## config.mk

```make
export PLATFORM = sky130hd
export DESIGN_NAME = sc_environment_scanner
export DESIGN_NICKNAME = d
export VERILOG_FILES = /design/src/rtl/sc_scan_pkg.sv /design/src/rtl/sc_scan_timer.sv /design/src/rtl/sc_environment_scanner.sv
export SDC_FILE = /design/constraint.sdc
export NUM_CORES = 1
export LEC_CHECK = 0
export ABC_AREA = 1
export BUFFER_PORTS_ARGS = -buffer_cell sky130_fd_sc_hd__clkbuf_2
export CORE_ASPECT_RATIO = 0.8
export CORE_MARGIN = 2
export CORE_UTILIZATION = 40
export CTS_CLUSTER_DIAMETER = 120
export DETAILED_ROUTE_END_ITERATION = 12
export SLEW_MARGIN = 20
export SYNTH_ARGS = -nofsm -noshare
export SYNTH_HDL_FRONTEND = slang
export SYNTH_HIERARCHICAL = 1
export SYNTH_SLANG_ARGS = --single-unit
export TNS_END_PERCENT = 100
```

## constraint.sdc

```tcl
create_clock -name SC_ENVIRONMENT_SCANNER_CLOCK_50 -period 2.9 [get_ports SC_ENVIRONMENT_SCANNER_CLOCK_50]
set_input_delay 0.29 -clock SC_ENVIRONMENT_SCANNER_CLOCK_50 [delete_from_list [all_inputs] [get_ports SC_ENVIRONMENT_SCANNER_CLOCK_50]]
set_output_delay 0.29 -clock SC_ENVIRONMENT_SCANNER_CLOCK_50 [all_outputs]
set_load 0.02 [all_outputs]
```

## src/rtl/sc_scan_pkg.sv

```systemverilog
// Shared types and constants for the environment matrix scanner.
package sc_scan_pkg;

    typedef enum logic [1:0] {
        IDLE  = 2'd0,
        LATCH = 2'd1,
        BLANK = 2'd2,
        SHOW  = 2'd3
    } state_e;

    localparam int unsigned NUM_ROWS  = 8;
    localparam int unsigned ROW_IDX_W = $clog2(NUM_ROWS);
    localparam logic [NUM_ROWS-1:0] ROW_OFF = 8'hFF;

    // Active-low one-hot row select for a given row index.
    function automatic logic [NUM_ROWS-1:0] row_sel(input logic [ROW_IDX_W-1:0] idx);
        return ~(NUM_ROWS'(1) << idx);
    endfunction

endpackage

```

## src/rtl/sc_scan_timer.sv

```systemverilog
// Loadable down-counter that parks at zero; done is combinational (count == 0).
module sc_scan_timer #(
    parameter int unsigned WIDTH = 4
) (
    input  logic             clk_i,
    input  logic             rst_ni,
    input  logic             load_i,
    input  logic [WIDTH-1:0] load_val_i,
    output logic             done_c_o
);

    logic [WIDTH-1:0] count_q;
    logic [WIDTH-1:0] count_d;

    // Next count: load has priority, otherwise count down and hold at zero.
    always_comb begin
        count_d = count_q;
        if (load_i) begin
            count_d = load_val_i;
        end else if (count_q != '0) begin
            count_d = count_q - WIDTH'(1);
        end
    end

    // Count register.
    always_ff @(posedge clk_i or negedge rst_ni) begin
        if (!rst_ni) begin
            count_q <= '0;
        end else begin
            count_q <= count_d;
        end
    end

    assign done_c_o = (count_q == '0);

endmodule

```

## src/rtl/sc_environment_scanner.sv

```systemverilog
// Snapshots the eight environment rows once per frame and scans them onto an 8x8 LED matrix.
module sc_environment_scanner
    import sc_scan_pkg::*;
#(
    parameter int unsigned DATAWIDTH    = 8,
    parameter int unsigned DWELL_CYCLES = 2500,
    parameter int unsigned BLANK_CYCLES = 50
) (
    input  logic                 SC_ENVIRONMENT_SCANNER_CLOCK_50,
    input  logic                 SC_ENVIRONMENT_SCANNER_RESET_InLow,
    input  logic                 SC_ENVIRONMENT_SCANNER_enable_InLow,
    input  logic [DATAWIDTH-1:0] SC_ENVIRONMENT_SCANNER_data7_InBUS,
    input  logic [DATAWIDTH-1:0] SC_ENVIRONMENT_SCANNER_data6_InBUS,
    input  logic [DATAWIDTH-1:0] SC_ENVIRONMENT_SCANNER_data5_InBUS,
    input  logic [DATAWIDTH-1:0] SC_ENVIRONMENT_SCANNER_data4_InBUS,
    input  logic [DATAWIDTH-1:0] SC_ENVIRONMENT_SCANNER_data3_InBUS,
    input  logic [DATAWIDTH-1:0] SC_ENVIRONMENT_SCANNER_data2_InBUS,
    input  logic [DATAWIDTH-1:0] SC_ENVIRONMENT_SCANNER_data1_InBUS,
    input  logic [DATAWIDTH-1:0] SC_ENVIRONMENT_SCANNER_data0_InBUS,
    output logic [NUM_ROWS-1:0]  SC_ENVIRONMENT_SCANNER_row_OutBUS,
    output logic [DATAWIDTH-1:0] SC_ENVIRONMENT_SCANNER_col_OutBUS,
    output logic                 SC_ENVIRONMENT_SCANNER_frameStart_Out
);

    localparam int unsigned MAX_CYCLES = (DWELL_CYCLES > BLANK_CYCLES) ? DWELL_CYCLES : BLANK_CYCLES;
    localparam int unsigned TMR_W      = $clog2(MAX_CYCLES + 1);

    logic                 clk;
    logic                 rst_n;
    logic                 disable_in;
    logic [DATAWIDTH-1:0] data_in [NUM_ROWS];

    state_e               state_q;
    state_e               state_d;
    logic [ROW_IDX_W-1:0] idx_q;
    logic [ROW_IDX_W-1:0] idx_d;
    logic [DATAWIDTH-1:0] shadow_q [NUM_ROWS];
    logic [DATAWIDTH-1:0] shadow_d [NUM_ROWS];
    logic [NUM_ROWS-1:0]  row_q;
    logic [NUM_ROWS-1:0]  row_d;
    logic [DATAWIDTH-1:0] col_q;
    logic [DATAWIDTH-1:0] col_d;
    logic                 frame_start_q;
    logic                 frame_start_d;

    logic                 tmr_load;
    logic [TMR_W-1:0]     tmr_val;
    logic                 tmr_done_c;

    assign clk        = SC_ENVIRONMENT_SCANNER_CLOCK_50;
    assign rst_n      = SC_ENVIRONMENT_SCANNER_RESET_InLow;
    assign disable_in = SC_ENVIRONMENT_SCANNER_enable_InLow;

    assign data_in[7] = SC_ENVIRONMENT_SCANNER_data7_InBUS;
    assign data_in[6] = SC_ENVIRONMENT_SCANNER_data6_InBUS;
    assign data_in[5] = SC_ENVIRONMENT_SCANNER_data5_InBUS;
    assign data_in[4] = SC_ENVIRONMENT_SCANNER_data4_InBUS;
    assign data_in[3] = SC_ENVIRONMENT_SCANNER_data3_InBUS;
    assign data_in[2] = SC_ENVIRONMENT_SCANNER_data2_InBUS;
    assign data_in[1] = SC_ENVIRONMENT_SCANNER_data1_InBUS;
    assign data_in[0] = SC_ENVIRONMENT_SCANNER_data0_InBUS;

    sc_scan_timer #(
        .WIDTH (TMR_W)
    ) u_timer (
        .clk_i      (clk),
        .rst_ni     (rst_n),
        .load_i     (tmr_load),
        .load_val_i (tmr_val),
        .done_c_o   (tmr_done_c)
    );

    // Next state, row index, snapshot, timer reload and the output values for the next cycle.
    // Outputs are computed from the next state so they line up with the state they belong to.
    always_comb begin
        state_d       = state_q;
        idx_d         = idx_q;
        shadow_d      = shadow_q;
        tmr_load      = 1'b0;
        tmr_val       = '0;
        row_d         = ROW_OFF;
        col_d         = '0;
        frame_start_d = 1'b0;

        // The snapshot is taken on the edge that ends the LATCH cycle.
        if (state_q == LATCH) begin
            shadow_d = data_in;
        end

        if ((state_q != IDLE) && disable_in) begin
            state_d = IDLE;
        end else begin
            case (state_q)
                IDLE: begin
                    if (!disable_in) begin
                        state_d = LATCH;
                    end
                end
                LATCH: begin
                    state_d = BLANK;
                end
                BLANK: begin
                    if (tmr_done_c) begin
                        state_d = SHOW;
                    end
                end
                SHOW: begin
                    if (tmr_done_c) begin
                        if (idx_q != '0) begin
                            idx_d   = idx_q - ROW_IDX_W'(1);
                            state_d = BLANK;
                        end else begin
                            state_d = LATCH;
                        end
                    end
                end
                default: begin
                    state_d = IDLE;
                end
            endcase
        end

        // Every frame restarts at the top row.
        if (state_d == LATCH) begin
            idx_d = ROW_IDX_W'(NUM_ROWS - 1);
        end

        // Reload the timer on entry to a timed state.
        if (state_d != state_q) begin
            if (state_d == BLANK) begin
                tmr_load = 1'b1;
                tmr_val  = TMR_W'(BLANK_CYCLES - 1);
            end else if (state_d == SHOW) begin
                tmr_load = 1'b1;
                tmr_val  = TMR_W'(DWELL_CYCLES - 1);
            end
        end

        if (state_d == SHOW) begin
            row_d = row_sel(idx_d);
        end
        if ((state_d == BLANK) || (state_d == SHOW)) begin
            col_d = shadow_d[idx_d];
        end
        frame_start_d = (state_d == LATCH);
    end

    // State, snapshot and output registers.
    always_ff @(posedge clk or negedge rst_n) begin
        if (!rst_n) begin
            state_q       <= IDLE;
            idx_q         <= ROW_IDX_W'(NUM_ROWS - 1);
            for (int i = 0; i < NUM_ROWS; i++) begin
                shadow_q[i] <= '0;
            end
            row_q         <= ROW_OFF;
            col_q         <= '0;
            frame_start_q <= 1'b0;
        end else begin
            state_q       <= state_d;
            idx_q         <= idx_d;
            shadow_q      <= shadow_d;
            row_q         <= row_d;
            col_q         <= col_d;
            frame_start_q <= frame_start_d;
        end
    end

    assign SC_ENVIRONMENT_SCANNER_row_OutBUS     = row_q;
    assign SC_ENVIRONMENT_SCANNER_col_OutBUS     = col_q;
    assign SC_ENVIRONMENT_SCANNER_frameStart_Out = frame_start_q;

endmodule
```

# Word-level counts from Yosys, hierarchy flattened
# Index checks and enable logic that the tools add are counted.
# Widths: inputs -> output; s select.
# word_totals
reg_bits	98
mem_bits_ro	0
n_memories	0
out_inout_bits	17
ramBits	0
wordCells	60
latchBits	0
# op_classes
n_reduce_logical	8
div_mod_pow	0
mux	25
n_eq_ne	7
shift	1
magnitude_cmp	1
mul	0
n_addsub	2
n_bitwise	2
# ops
operator	count
$mux 64	1
$mux 12	5
$mux 8	4
$bmux 8 s3	1
$mux 3	5
$logic_not 12->1	1
$reduce_bool 12->1	1
$sub 12x1->12 const B	1
$mux 2	5
$eq 2x2->1 const B	4
$not 8->8	1
$pmux 2 s4	1
$shl 1x3->8 const A	1
$eq 2x1->1 const B	2
$ge 4x4->1 const B	1
$not 3->4	1
$reduce_bool 2->1	2
$mux 1	3
$reduce_bool 3->1	1
$sub 3x1->3 const B	1
$logic_not 2->1	1
$ne 2x2->1	1
$logic_and 1x1->1	1
$logic_or 1x1->1	1

# Logic depth before layout (Yosys ltp)
# Gate-level depths: netlist (run 1).
# depth
depth_word	12
mapped_depth	19
depth_no_buf	18

# Hierarchy
# The synthesis (run 1) kept the hierarchy.
# by_module_without_submodules
module	seq_area_each_um2	area_per_inst_um2	instances	cells_each
sc_environment_scanner	2165.8	4317.9	1	575
sc_scan_timer	300.3	829.5	1	121

# Worst setup path after synthesis (run 1)
# OpenSTA, ideal clock, no wires.
# synth_timing
path_type	register to register
start	register u_timer.count_q[0]
end	register u_timer.count_q[6]
stages_incl_launch_ff	18
synth_period_minus_slack_ps	2536
n_path_buf	1
setup_slack_ps	364
setup_ps	119
arrival_time_ps	2417
cell_sequence	dfrtp_1 > inv_1 > ha_1 > nand2_1 > nor2_2 > nand3b_4 > inv_2 > nand2_1 > nand2_1 > nand2_1 > nand2_1 > nand2_1 > a31oi_1 > clkbuf_2 > inv_1 > or2_2 > nand2_1 > nor2_1
# synth_between
elab_chain_len	9
# synth_lines
item	line	source
from (decl)	sc_scan_timer.sv:12	logic [WIDTH-1:0] count_q;
from (signal assigned)	sc_scan_timer.sv:30	count_q <= count_d;
$logic_not 12->1 *	sc_scan_timer.sv:34	assign done_c_o = (count_q == '0);
via tmr_done_c	sc_environment_scanner.sv:48	logic tmr_done_c;
$mux 2 (on tied branches)	sc_environment_scanner.sv:108, sc_environment_scanner.sv:103	
$pmux 2 s4 *	sc_environment_scanner.sv:93	case (state_q)
$mux 2 *	sc_environment_scanner.sv:90	if ((state_q != IDLE) && disable_in) begin
$eq 2x2->1	sc_environment_scanner.sv:133	end else if (state_d == SHOW) begin
$mux 1	sc_environment_scanner.sv:133	
$mux 1	sc_environment_scanner.sv:130	if (state_d == BLANK) begin
$mux 1 *	sc_environment_scanner.sv:129	if (state_d != state_q) begin
via tmr_load	sc_environment_scanner.sv:46	logic tmr_load;
$mux 12 / $reduce_bool 2->1 (equally long branches)	-	
# The timed path passes the listed nets; every way through them passes the cells marked *. The select of a mux whose other input is x is not followed.
# A chain may end at the register's enable or synchronous reset.

# Worst setup path after layout (run 1)
# layout_timing
start	register u_timer.count_q[0]
end	register col_q[5] (netlist: SC_ENVIRONMENT_SCANNER_col_OutBUS[5])
# layout_between
elab_chain_len	11
# layout_lines
item	line	source
$logic_not 12->1 *	sc_scan_timer.sv:34	
via tmr_done_c	sc_environment_scanner.sv:48	
$mux 2 (on tied branches)	sc_environment_scanner.sv:108, sc_environment_scanner.sv:103	
$pmux 2 s4	sc_environment_scanner.sv:93	
$mux 2	sc_environment_scanner.sv:90	
$eq 2x1->1	sc_environment_scanner.sv:124	if (state_d == LATCH) begin
$mux 3	sc_environment_scanner.sv:124	
$not 3->4 (implied by the code)	sc_environment_scanner.sv:143	col_d = shadow_d[idx_d];
$bmux 8 s3	sc_environment_scanner.sv:143	
$mux 8 (implied by the code) (2 in series)	sc_environment_scanner.sv:143	
$mux 8 *	sc_environment_scanner.sv:142	if ((state_d == BLANK) || (state_d == SHOW)) begin
via col_d[5]	sc_environment_scanner.sv:42	logic [DATAWIDTH-1:0] col_d;
to (signal assigned)	sc_environment_scanner.sv:164	col_q <= col_d;
to (decl)	sc_environment_scanner.sv:41	logic [DATAWIDTH-1:0] col_q;
# Marked as above.

==> results of run 1 <==
==> logic make-up after synthesis <==
kind of cell | Yosys count | share of synthesized area, %
other | 1 | 0.0729
multiplexers | 5 | 1.09
AND/OR/NAND/NOR | 342 | 28.9
buffers and inverters | 171 | 13.2
XOR/XNOR | 5 | 0.851
adder cells (fa/ha/maj) | 4 | 0.972
AO/OA/AOI/OAI | 70 | 6.90
flip-flops | 98 | 47.9
==> synthesized netlist by cell type (3+ instances only) <==
master	count
nand2_1	228
inv_1	138
dfrtp_1	87
o21ai_0	64
nor2_1	42
nand3_1	31
nand4_1	17
clkbuf_1	11
dfstp_2	11
buf_2	7
inv_2	7
nand2_2	7
nor2_4	7
mux2_2	5
nor2_2	5
ha_1	4
xor2_1	4
buf_6	3
==> sequential cells by signal, indices dropped and copies added, names as in the netlist <==
name / count
shadow_q: 64
u_timer/count_q: 12
SC_ENVIRONMENT_SCANNER_col_OutBUS: 8
SC_ENVIRONMENT_SCANNER_frameStart_Out: 1
SC_ENVIRONMENT_SCANNER_row_OutBUS: 8
state_q: 2
idx_q: 3
==> power by group <==
group          leakage (nW)  internal [mW]  switching, mW  total, mW
clock network         0.152          0.762          0.527       1.29
logic                  2.19          0.497          0.919       1.42
registers              1.12           1.74          0.168       1.91
total                  3.46           3.00           1.61       4.61
==> critical path, stage by stage, from the launching register on <==
cell,delay [ns]
dfrtp_1,0.41
inv_1,0.15
ha_1,0.17
nand2_1,0.06
nor2_2,0.14
nand3b_4,0.12
inv_2,0.11
nand3_1,0.11
nand3_1,0.20
nand3_4,0.27
o21ai_1,0.17
buf_4,0.21
nand2_1,0.13
nand2_1,0.10
nor2_1,0.04
nor2_1,0.09
nor2_1,0.05
==> cell type report <==
| type | count | area [µm²] |
|---|---|---|
| Clock buffer | 9 | 225 |
| Clock inverter | 7 | 101 |
| Fill cell | 1253 | 6610 |
| Inverter | 146 | 548 |
| Multi-Input combinational cell | 430 | 2020 |
| Sequential cell | 98 | 2470 |
| Tap cell | 175 | 219 |
| Timing Repair Buffer | 95 | 536 |
==> cells in the final DEF, fill, tap and decap left out, types with 4 or more instances in the layout <==
master,instances
nor2_2,5
o21ai_0,64
clkbuf_2,82
clkbuf_16,9
nand3_1,31
nand2_2,7
dfstp_2,11
buf_4,10
inv_1,138
xor2_1,4
nor2_1,42
nand4_1,17
nor2_4,7
nand2_1,227
conb_1,4
mux2_2,5
inv_2,7
dfrtp_1,87
ha_1,4
==> per-stage QoR <==
step	instances	utilization [%]	total power [mW]	instance area, µm²
global placement	943	45.4	3.30	5780
global route	960	48.1	4.98	6120
CTS	960	48.0	4.65	6110
finish	960	48.1	4.61	6120
floorplan	699	-	2.92	5160
detailed placement	943	45.4	3.34	5780
==> how the worst max path moves through the flow <==
stage / cells past startpoint / end / startpoint / slack, ns
6_report: 16 / SC_ENVIRONMENT_SCANNER_col_OutBUS[5]$_DFF_PN0_ / u_timer/count_q[0]$_DFFE_PN0P_ / 0.25
2_1_floorplan: 17 / u_timer/count_q[6]$_DFFE_PN0P_ / u_timer/count_q[0]$_DFFE_PN0P_ / 0.36
5_1_grt: 16 / SC_ENVIRONMENT_SCANNER_col_OutBUS[5]$_DFF_PN0_ / u_timer/count_q[0]$_DFFE_PN0P_ / 0.007
3_5_place_dp: 16 / u_timer/count_q[0]$_DFFE_PN0P_ / u_timer/count_q[0]$_DFFE_PN0P_ / 0.24
4_1_cts: 16 / u_timer/count_q[0]$_DFFE_PN0P_ / u_timer/count_q[0]$_DFFE_PN0P_ / 0.23
3_3_place_gp: 16 / u_timer/count_q[6]$_DFFE_PN0P_ / u_timer/count_q[0]$_DFFE_PN0P_ / 0.39
==> routing by layer <==
layer  track usage [%]  vias to the layer above  part of all wire [%]
met2              28.4                      120                    44
met4              4.48                        0                   1.3
met5                 0                        -                     0
li1                  -                     2255                     -
met1              26.4                     1957                    49
met3              5.43                       15                   6.1
==> timing repair <==
item                       in CTS  in global routing
setup endpoints to repair       0                  1
hold buffers                    1                  0
resized for setup               0                  1
hold endpoints to repair       32                  0
==> flow_metrics.env, run 1 <==
export IMPL_final_hold_viol_count=0
export IMPL_final_setup_viol_count=0
export IMPL_r2r_setup_slack_ns=0.25
export IMPL_yosysTopAreaCell="dfrtp_1"
export IMPL_cp_start_kind="register"
export IMPL_status="finished, final reports clean"
export IMPL_ys_ff_latch=98
export IMPL_min_from="SC_ENVIRONMENT_SCANNER_data3_InBUS[6]"
export IMPL_io_pins=84
export IMPL_antennaDiodeCount=0
export IMPL_synthCells=696
export IMPL_htreeDepth=3
export IMPL_synth_distinct_cells=32
export IMPL_cts_path_max_buffers=2
export IMPL_dp_hpwl_mm=8.94
export IMPL_finalWorstSetupSlack_ns=0.250
export IMPL_antenna_found_initial=0
export IMPL_numCtsBuffers=9
export IMPL_dpl_worst_slack_ns=0.239
export IMPL_crit_path_end_kind="register"
export IMPL_holdPathStages=2
export IMPL_viasPerCell=4.53
export IMPL_seq_area_frac_synth_pct=47.9
export IMPL_final_max_slew_viol_count=0
export IMPL_wire_per_inst_um=12.4
export IMPL_die_area_mm2=0.0138
export IMPL_fp_row_count=37
export IMPL_cts_tree="built"
export IMPL_clkTransAtPathRegs_ns=0.07
export IMPL_p_leak_nw=3.46
export IMPL_drc=0
export IMPL_avgSynthCellArea_um2=7.40
export IMPL_firstDrtPassIters=5
export IMPL_holdWs_ns=0.203
export IMPL_cp_arrival_ns=2.89
export IMPL_die_x_um=131
export IMPL_coreArea_mm2=0.0127
export IMPL_netlist_area_mm2=0.00515
export IMPL_hold_path_endpoint="shadow_q[38]$_DFF_PN0_"
export IMPL_grt_max_degree=87
export IMPL_gp_congestion=0.868
export IMPL_peakVddDrop_v=0.000316
export IMPL_ant_nets=0
export IMPL_start_util_pct=40.4
export IMPL_clock_latency_ns=0.34
export IMPL_port_buffers=83
export IMPL_synth_top_flop_cell="dfrtp_1"
export IMPL_vias=4347
export IMPL_layout_nets=851
export IMPL_drt_initial_drc_count=275
export IMPL_r2r_start="u_timer/count_q[0]$_DFFE_PN0P_"
export IMPL_yosys_warnings=6
export IMPL_critPathRequiredTime_ns=3.14
export IMPL_p_per_area_mw_per_mm2=754
export IMPL_finalCritPeriodShare_pct=91.4
export IMPL_drive_gt1_share_pct=20.3
export IMPL_syn2layout_area_growth_pct=18.9
export IMPL_tightest_slew_ns=0.771
export IMPL_post_route_min_period_ns=2.65
export IMPL_path_class="register to register"
export IMPL_grt_pass1_vias=4208
export IMPL_synth_top_area_share_pct=42.3
export IMPL_max_freq_ghz=0.377
export IMPL_drt_total_wl_mm=11.9
export IMPL_maxSlewHeadroom_pct=48.6
export IMPL_async_flop_share_pct=100
export IMPL_fin_worst_skew_ns=0.00355
export IMPL_max_cap_viol_count=0
export IMPL_synthTopCellsByArea="dfrtp_1 (42%), nand2_1 (17%), inv_1 (10%), o21ai_0 (6.2%), dfstp_2 (5.6%)"
export IMPL_cp_max_fo=22
export IMPL_rr_worst_depth=16
export IMPL_synth_edff_count=0
export IMPL_fp_dieH_um=105
export IMPL_r2r_end="SC_ENVIRONMENT_SCANNER_col_OutBUS[5]$_DFF_PN0_"
export IMPL_grt_overflow_total=0
export IMPL_fin_setup_tns_ns=0
export IMPL_track_usage_pct=18.7
export IMPL_clockRootBuffer="clkbuf_16"
export IMPL_hp_class="input pin to register"
export IMPL_rsz0062_at_grt="false"
export IMPL_grt_pass1_wl_mm=20.2
export IMPL_cts_setup_buffers=0
export IMPL_clock_sinks=98
No activity file was read; power rests on OpenSTA's default activity.
==> run 2: changes to the inputs <==
--- a/config.mk
+++ b/config.mk
@@ -12,6 +12,7 @@
 export CORE_UTILIZATION = 40
 export CTS_CLUSTER_DIAMETER = 120
 export DETAILED_ROUTE_END_ITERATION = 12
+export GPL_TIMING_DRIVEN = 0
 export SLEW_MARGIN = 20
 export SYNTH_ARGS = -nofsm -noshare
 export SYNTH_HDL_FRONTEND = slang
==> constraint.sdc (replaced) <==
create_clock -name SC_ENVIRONMENT_SCANNER_CLOCK_50 -period 2.9 [get_ports SC_ENVIRONMENT_SCANNER_CLOCK_50]
set_input_delay 0.58 -clock SC_ENVIRONMENT_SCANNER_CLOCK_50 [delete_from_list [all_inputs] [get_ports SC_ENVIRONMENT_SCANNER_CLOCK_50]]
set_output_delay 0.58 -clock SC_ENVIRONMENT_SCANNER_CLOCK_50 [all_outputs]
set_load 0.02 [all_outputs]
==> run 2 against run 1 <==
Effect of this change: routed wire length rose by 3.5%; worst setup slack improved by 0.012 ns; clock-buffer cell count did not move; fmax rose by 0.47%; clock skew rose by 0.0054 ns; final cell count rose by 1.5%; largest cell class unchanged.
==> flow_metrics.env, run 2 (synthesized netlist as in run 1, its figures left out) <==
export IMPL_fin_worst_skew_ns=0.00893
export IMPL_rsz0062_at_grt="false"
export IMPL_layout_commonest_cell="nand2_1"
export IMPL_fp_dieH_um=105
export IMPL_cts_path_max_buffers=2
export IMPL_top_regs="shadow_q (64), u_timer/count_q (12)"
export IMPL_peakVddDrop_v=0.000345
export IMPL_max_stage_delay_ns=0.42
export IMPL_rr_worst_depth=17
export IMPL_final_core_util_pct=48.2
export IMPL_p_per_area_mw_per_mm2=729
export IMPL_dpl_instance_area_mm2=0.00583
export IMPL_die_x_um=131
export IMPL_grt_overflow_total=0
export IMPL_holdWs_ns=0.125
export IMPL_r2r_setup_slack_ns=0.26
export IMPL_max_freq_ghz=0.379
export IMPL_cp_start_kind="register"
export IMPL_final_cell_area_mm2=0.00614
export IMPL_wire_per_inst_um=12.7
export IMPL_final_max_slew_viol_count=0
export IMPL_status="finished, final reports clean"
export IMPL_critPathRequiredTime_ns=3.14
export IMPL_post_route_min_period_ns=2.64
export IMPL_largest_register="shadow_q"
export IMPL_viasPerCell=4.52
export IMPL_multi_input_area_mm2=0.00203
export IMPL_critPathSlowestCell="dfrtp_1"
export IMPL_clock_sinks=98
export IMPL_drt_total_wl_mm=12.3
export IMPL_p_leak_nw=3.47
export IMPL_hp_class="input pin to async pin"
export IMPL_gp_congestion=0.830
export IMPL_io_pins=84
export IMPL_cp_max_fo=7
export IMPL_coreArea_mm2=0.0127
export IMPL_die_area_mm2=0.0138
export IMPL_antenna_found_initial=0
export IMPL_final_setup_viol_count=0
export IMPL_clock_latency_ns=0.35
export IMPL_grt_pass1_wl_mm=20.6
export IMPL_crit_path_end_kind="register"
export IMPL_vias=4402
export IMPL_most_common_layout_cells="nand2_1 (227), inv_1 (136), dfrtp_1 (87)"
export IMPL_path_class="register to register"
export IMPL_crit_chain="inv_2, ha_1, nand2_1, nor2_2, nand3b_4, inv_2, nand2_1, nand2_1, nand2_1, nand2_2, nand2_1, a31oi_4, buf_6, inv_1, or2_2, nand2_1, nor2_1"
export IMPL_start_util_pct=40.4
export IMPL_dp_hpwl_mm=9.30
export IMPL_fp_row_count=37
export IMPL_regArea_mm2=0.00247
export IMPL_crit_path_end="u_timer/count_q[6]$_DFFE_PN0P_"
export IMPL_dpl_worst_slack_ns=0.00512
export IMPL_fill_cells=1286
export IMPL_htreeDepth=3
export IMPL_grt_max_degree=67
export IMPL_wl_met2_mm=5.45
export IMPL_max_cap_viol_count=0
export IMPL_finalCritPeriodShare_pct=90.9
export IMPL_track_usage_pct=19.3
export IMPL_syn2layout_area_growth_pct=19.3
export IMPL_cts_hold_buf=0
export IMPL_routed_top_layer="met4"
export IMPL_drive_gt1_share_pct=20.7
export IMPL_numCtsBuffers=9
export IMPL_crit_top_cell="nand2_1"
export IMPL_clockRootBuffer="clkbuf_16"
export IMPL_antennaDiodeCount=0
export IMPL_final_hold_viol_count=0
export IMPL_r2r_end="u_timer/count_q[6]$_DFFE_PN0P_"
export IMPL_drt_initial_drc_count=268
export IMPL_firstDrtPassIters=6
export IMPL_finalPower_mw=4.48
export IMPL_layout_nets=865
export IMPL_clkTransAtPathRegs_ns=0.07
export IMPL_r2r_start="u_timer/count_q[0]$_DFFE_PN0P_"
export IMPL_finalWorstSetupSlack_ns=0.262
export IMPL_cp_startpoint="u_timer/count_q[0]$_DFFE_PN0P_"
export IMPL_cp_arrival_ns=2.88
export IMPL_wl_met3_um=560
export IMPL_drc=0
export IMPL_ant_nets=0
export IMPL_grt_pass1_vias=4295
export IMPL_cts_tree="built"
export IMPL_largest_reg_flops=64
export IMPL_drt_met1_wl_mm=6.18
export IMPL_port_buffers=83
[run 2: worst min path at each step]
stage / startpoint / endpoint / slack (ns)
floorplan: SC_ENVIRONMENT_SCANNER_RESET_InLow / SC_ENVIRONMENT_SCANNER_col_OutBUS[0]$_DFF_PN0_ / 0.28
global placement: shadow_q[54]$_DFF_PN0_ / shadow_q[54]$_DFF_PN0_ / 0.45
detailed placement: shadow_q[46]$_DFF_PN0_ / shadow_q[46]$_DFF_PN0_ / 0.47
CTS: SC_ENVIRONMENT_SCANNER_RESET_InLow / shadow_q[33]$_DFF_PN0_ / 0.13
global route: SC_ENVIRONMENT_SCANNER_RESET_InLow / shadow_q[33]$_DFF_PN0_ / 0.14
finish: SC_ENVIRONMENT_SCANNER_RESET_InLow / shadow_q[33]$_DFF_PN0_ / 0.13
[run 2: power breakdown]
group / switching [mW] / leakage (nW) / internal [mW]
Sequential: 0.165 / 1.12 / 1.74
Combinational: 0.909 / 2.22 / 0.498
Clock: 0.563 / 0.132 / 0.599
Total: 1.64 / 3.47 / 2.84
[run 2: cell type report]
type / instances / share of cell area (%)
repair buffers: 84 / 7.35
clock buffers: 9 / 3.67
multi-input cells: 430 / 33.0
clock inverters: 7 / 1.02
plain buffers: 25 / 2.30
well taps: 175 / 3.56
flip-flops and latches: 98 / 40.2
inverters: 146 / 8.92
[run 2: timing repair]
item                       CTS  global route
setup endpoints to repair    2            16
resized for setup            1             9
hold endpoints to repair     0             0
buffers inserted             0             0
[run 2: metrics by stage]
| stage | setup TNS, ns | cells |
|---|---|---|
| after floorplan | 0 | 699 |
| after global placement | -0.677 | 957 |
| after detailed placement | 0 | 958 |
| after CTS | 0 | 974 |
| after global routing | 0 | 974 |
| final | 0 | 974 |
[run 2: critical path, delay by kind of cell, from the launching register on]
kind / cells / cell delay, ns
AND/OR/NAND/NOR: 11 / 1.24
AO/OA/AOI/OAI: 1 / 0.23
buffers and inverters: 4 / 0.50
flip-flops: 1 / 0.42
adder cells (fa/ha/maj): 1 / 0.15
[run 2: per-layer routing]
layer	vias up	track usage, %
met3	10	4.11
met4	0	5.02
met5	-	0
li1	2275	-
met2	93	29.8
met1	2024	27.4
==> run 3: changes to the inputs <==
--- a/config.mk
+++ b/config.mk
@@ -7,12 +7,16 @@
 export LEC_CHECK = 0
 export ABC_AREA = 1
 export BUFFER_PORTS_ARGS = -buffer_cell sky130_fd_sc_hd__clkbuf_2
+export CELL_PAD_IN_SITES_DETAIL_PLACEMENT = 0
+export CELL_PAD_IN_SITES_GLOBAL_PLACEMENT = 1
 export CORE_ASPECT_RATIO = 0.8
 export CORE_MARGIN = 2
 export CORE_UTILIZATION = 40
 export CTS_CLUSTER_DIAMETER = 120
 export DETAILED_ROUTE_END_ITERATION = 12
 export GPL_TIMING_DRIVEN = 0
+export MAX_ROUTING_LAYER = met4
+export PLACE_DENSITY_LB_ADDON = 0.1
 export SLEW_MARGIN = 20
 export SYNTH_ARGS = -nofsm -noshare
 export SYNTH_HDL_FRONTEND = slang
==> run 3 against run 2 <==
Effect of this change: final area rose by 0.31%; via count fell by 1.8%; routed wire length rose by 0.80%; critical path depth did not move; non-clock buffer count rose by 3; worst setup slack improved by 0.0057 ns; die area did not move; first-iteration DRC count fell by 8.2%; fmax rose by 0.22%; flip-flop and latch count did not move; core utilization rose by 0.15 points.
==> flow_metrics.env, run 3 (synthesized netlist as in run 1, its figures left out) <==
export IMPL_rr_worst_depth=17
export IMPL_hp_class="input pin to async pin"
export IMPL_drc=0
export IMPL_io_pins=84
export IMPL_wire_per_inst_um=12.7
export IMPL_post_route_min_period_ns=2.63
export IMPL_final_max_slew_viol_count=0
export IMPL_gp_congestion=0.811
export IMPL_critPathSlowestCell="dfrtp_1"
export IMPL_wl_met3_um=471
export IMPL_layout_nets=868
export IMPL_numCtsBuffers=9
export IMPL_port_buffers=83
export IMPL_track_usage_pct=20.0
export IMPL_fp_row_count=37
export IMPL_max_freq_ghz=0.380
export IMPL_critPathRequiredTime_ns=3.14
export IMPL_drt_total_wl_mm=12.4
export IMPL_cp_top_family="simple AND/OR/NAND/NOR gates"
export IMPL_dpl_instance_area_mm2=0.00583
export IMPL_final_hold_viol_count=0
export IMPL_cp_num_buf_inv=4
export IMPL_clock_latency_ns=0.34
export IMPL_final_cell_area_mm2=0.00616
export IMPL_final_setup_viol_count=0
export IMPL_finalWorstSetupSlack_ns=0.268
export IMPL_cp_startpoint="u_timer/count_q[0]$_DFFE_PN0P_"
export IMPL_clock_sinks=98
export IMPL_cts_hold_buf=0
export IMPL_clkTransAtPathRegs_ns=0.07
export IMPL_peakVddDrop_v=0.000337
export IMPL_crit_path_end_kind="register"
export IMPL_grt_pass1_vias=4192
export IMPL_top_regs="shadow_q (64), u_timer/count_q (12)"
export IMPL_fin_setup_tns_ns=0
export IMPL_start_util_pct=40.4
export IMPL_vias=4321
export IMPL_path_class="register to register"
export IMPL_max_cap_viol_count=0
export IMPL_coreArea_mm2=0.0127
export IMPL_crit_chain="inv_2, ha_1, nand2_1, nor2_2, nand3b_4, inv_4, nand2_1, nand2_1, nand2_1, nand2_2, nand2_1, a31oi_4, buf_4, inv_1, or2_2, nand2_1, nor2_1"
export IMPL_antennaDiodeCount=0
export IMPL_p_leak_nw=3.48
export IMPL_finalPower_mw=4.49
export IMPL_cp_arrival_ns=2.87
export IMPL_die_area_mm2=0.0138
export IMPL_drt_initial_drc_count=246
export IMPL_fin_worst_skew_ns=0.00600
export IMPL_r2r_setup_slack_ns=0.27
export IMPL_crit_top_cell="nand2_1"
export IMPL_die_x_um=131
export IMPL_dp_hpwl_mm=9.26
export IMPL_cts_tree="built"
export IMPL_wl_met2_mm=5.37
export IMPL_largest_register="shadow_q"
export IMPL_drt_met1_wl_mm=6.45
export IMPL_rsz0062_at_grt="false"
export IMPL_fp_dieH_um=105
export IMPL_antenna_found_initial=0
export IMPL_layout_commonest_cell="nand2_1"
export IMPL_ant_nets=0
export IMPL_finalCritPeriodShare_pct=90.8
export IMPL_status="finished, final reports clean"
export IMPL_htreeDepth=3
export IMPL_syn2layout_area_growth_pct=19.7
export IMPL_cts_path_max_buffers=2
export IMPL_r2r_start="u_timer/count_q[0]$_DFFE_PN0P_"
export IMPL_max_stage_delay_ns=0.42
export IMPL_holdWs_ns=0.161
export IMPL_p_per_area_mw_per_mm2=729
export IMPL_largest_reg_flops=64
export IMPL_firstDrtPassIters=4
export IMPL_dpl_worst_slack_ns=0.0577
export IMPL_grt_overflow_total=0
export IMPL_viasPerCell=4.42
export IMPL_grt_pass1_wl_mm=20.7
export IMPL_r2r_end="u_timer/count_q[8]$_DFFE_PN0P_"
export IMPL_routed_top_layer="met4"
export IMPL_cp_start_kind="register"
export IMPL_clockRootBuffer="clkbuf_16"
export IMPL_most_common_layout_cells="nand2_1 (227), inv_1 (136), dfrtp_1 (87)"
export IMPL_fill_cells=1328
export IMPL_cp_max_fo=7
export IMPL_grt_max_degree=55
export IMPL_drive_gt1_share_pct=20.8
==> run 3: changes by cell type in the layout (fill, tap and decap cells not counted), sizes merged <==
| cell | change |
|---|---|
| buf | +4 |
| clkinv | +3 |
| clkinvlp | -3 |
| clkbuf | -1 |
==> run 3: where the power goes <==
group / total [mW] / internal (mW) / switching (mW)
sequential: 1.91 / 1.74 / 0.164
combinational: 1.44 / 0.521 / 0.916
clock: 1.15 / 0.597 / 0.554
total: 4.49 / 2.86 / 1.63
==> run 3: layer usage <==
metal  GRT usage (%)  vias to the layer above
met4            4.94                        0
li1                -                     2285
met5               -                        -
met3            3.81                       11
met1            29.2                     1944
met2            28.6                       81
==> run 3: final cells by class <==
class	instances	area (µm²)	area share (%)
Buffer	25	136	2.21
Clock buffer	9	225	3.66
Clock inverter	7	61.3	0.995
Inverter	146	551	8.94
Multi-Input combinational cell	430	2030	32.9
Sequential cell	98	2470	40.0
Tap cell	175	219	3.55
Timing Repair Buffer	87	474	7.70
==> run 3: worst max-delay path by stage <==
| stage | end | slack (ns) | depth (start not counted) |
|---|---|---|---|
| 5_1_grt | SC_ENVIRONMENT_SCANNER_col_OutBUS[4]$_DFF_PN0_ | 0.01 | 18 |
| 3_3_place_gp | shadow_q[29]$_DFF_PN0_ | -0.09 | 1 |
| 3_5_place_dp | u_timer/count_q[8]$_DFFE_PN0P_ | 0.06 | 17 |
| 6_report | u_timer/count_q[8]$_DFFE_PN0P_ | 0.27 | 17 |
| 2_1_floorplan | u_timer/count_q[6]$_DFFE_PN0P_ | 0.36 | 17 |
| 4_1_cts | u_timer/count_q[8]$_DFFE_PN0P_ | 0.04 | 17 |
==> run 3: metrics by stage <==
| stage | util [%] | std cells |
|---|---|---|
| 5_1_grt | 48.4 | 977 |
| 6_report | 48.4 | 977 |
| 2_1_floorplan | - | 699 |
| 4_1_cts | 48.0 | 974 |
| 3_5_place_dp | 45.8 | 958 |
| 3_3_place_gp | 45.5 | 957 |
==> run 3: repair_timing <==
item                       in CTS  in global routing
gates resized for setup         0                  9
buffers inserted                0                  3
hold endpoints to repair        0                  0
setup endpoints to repair       0                 18
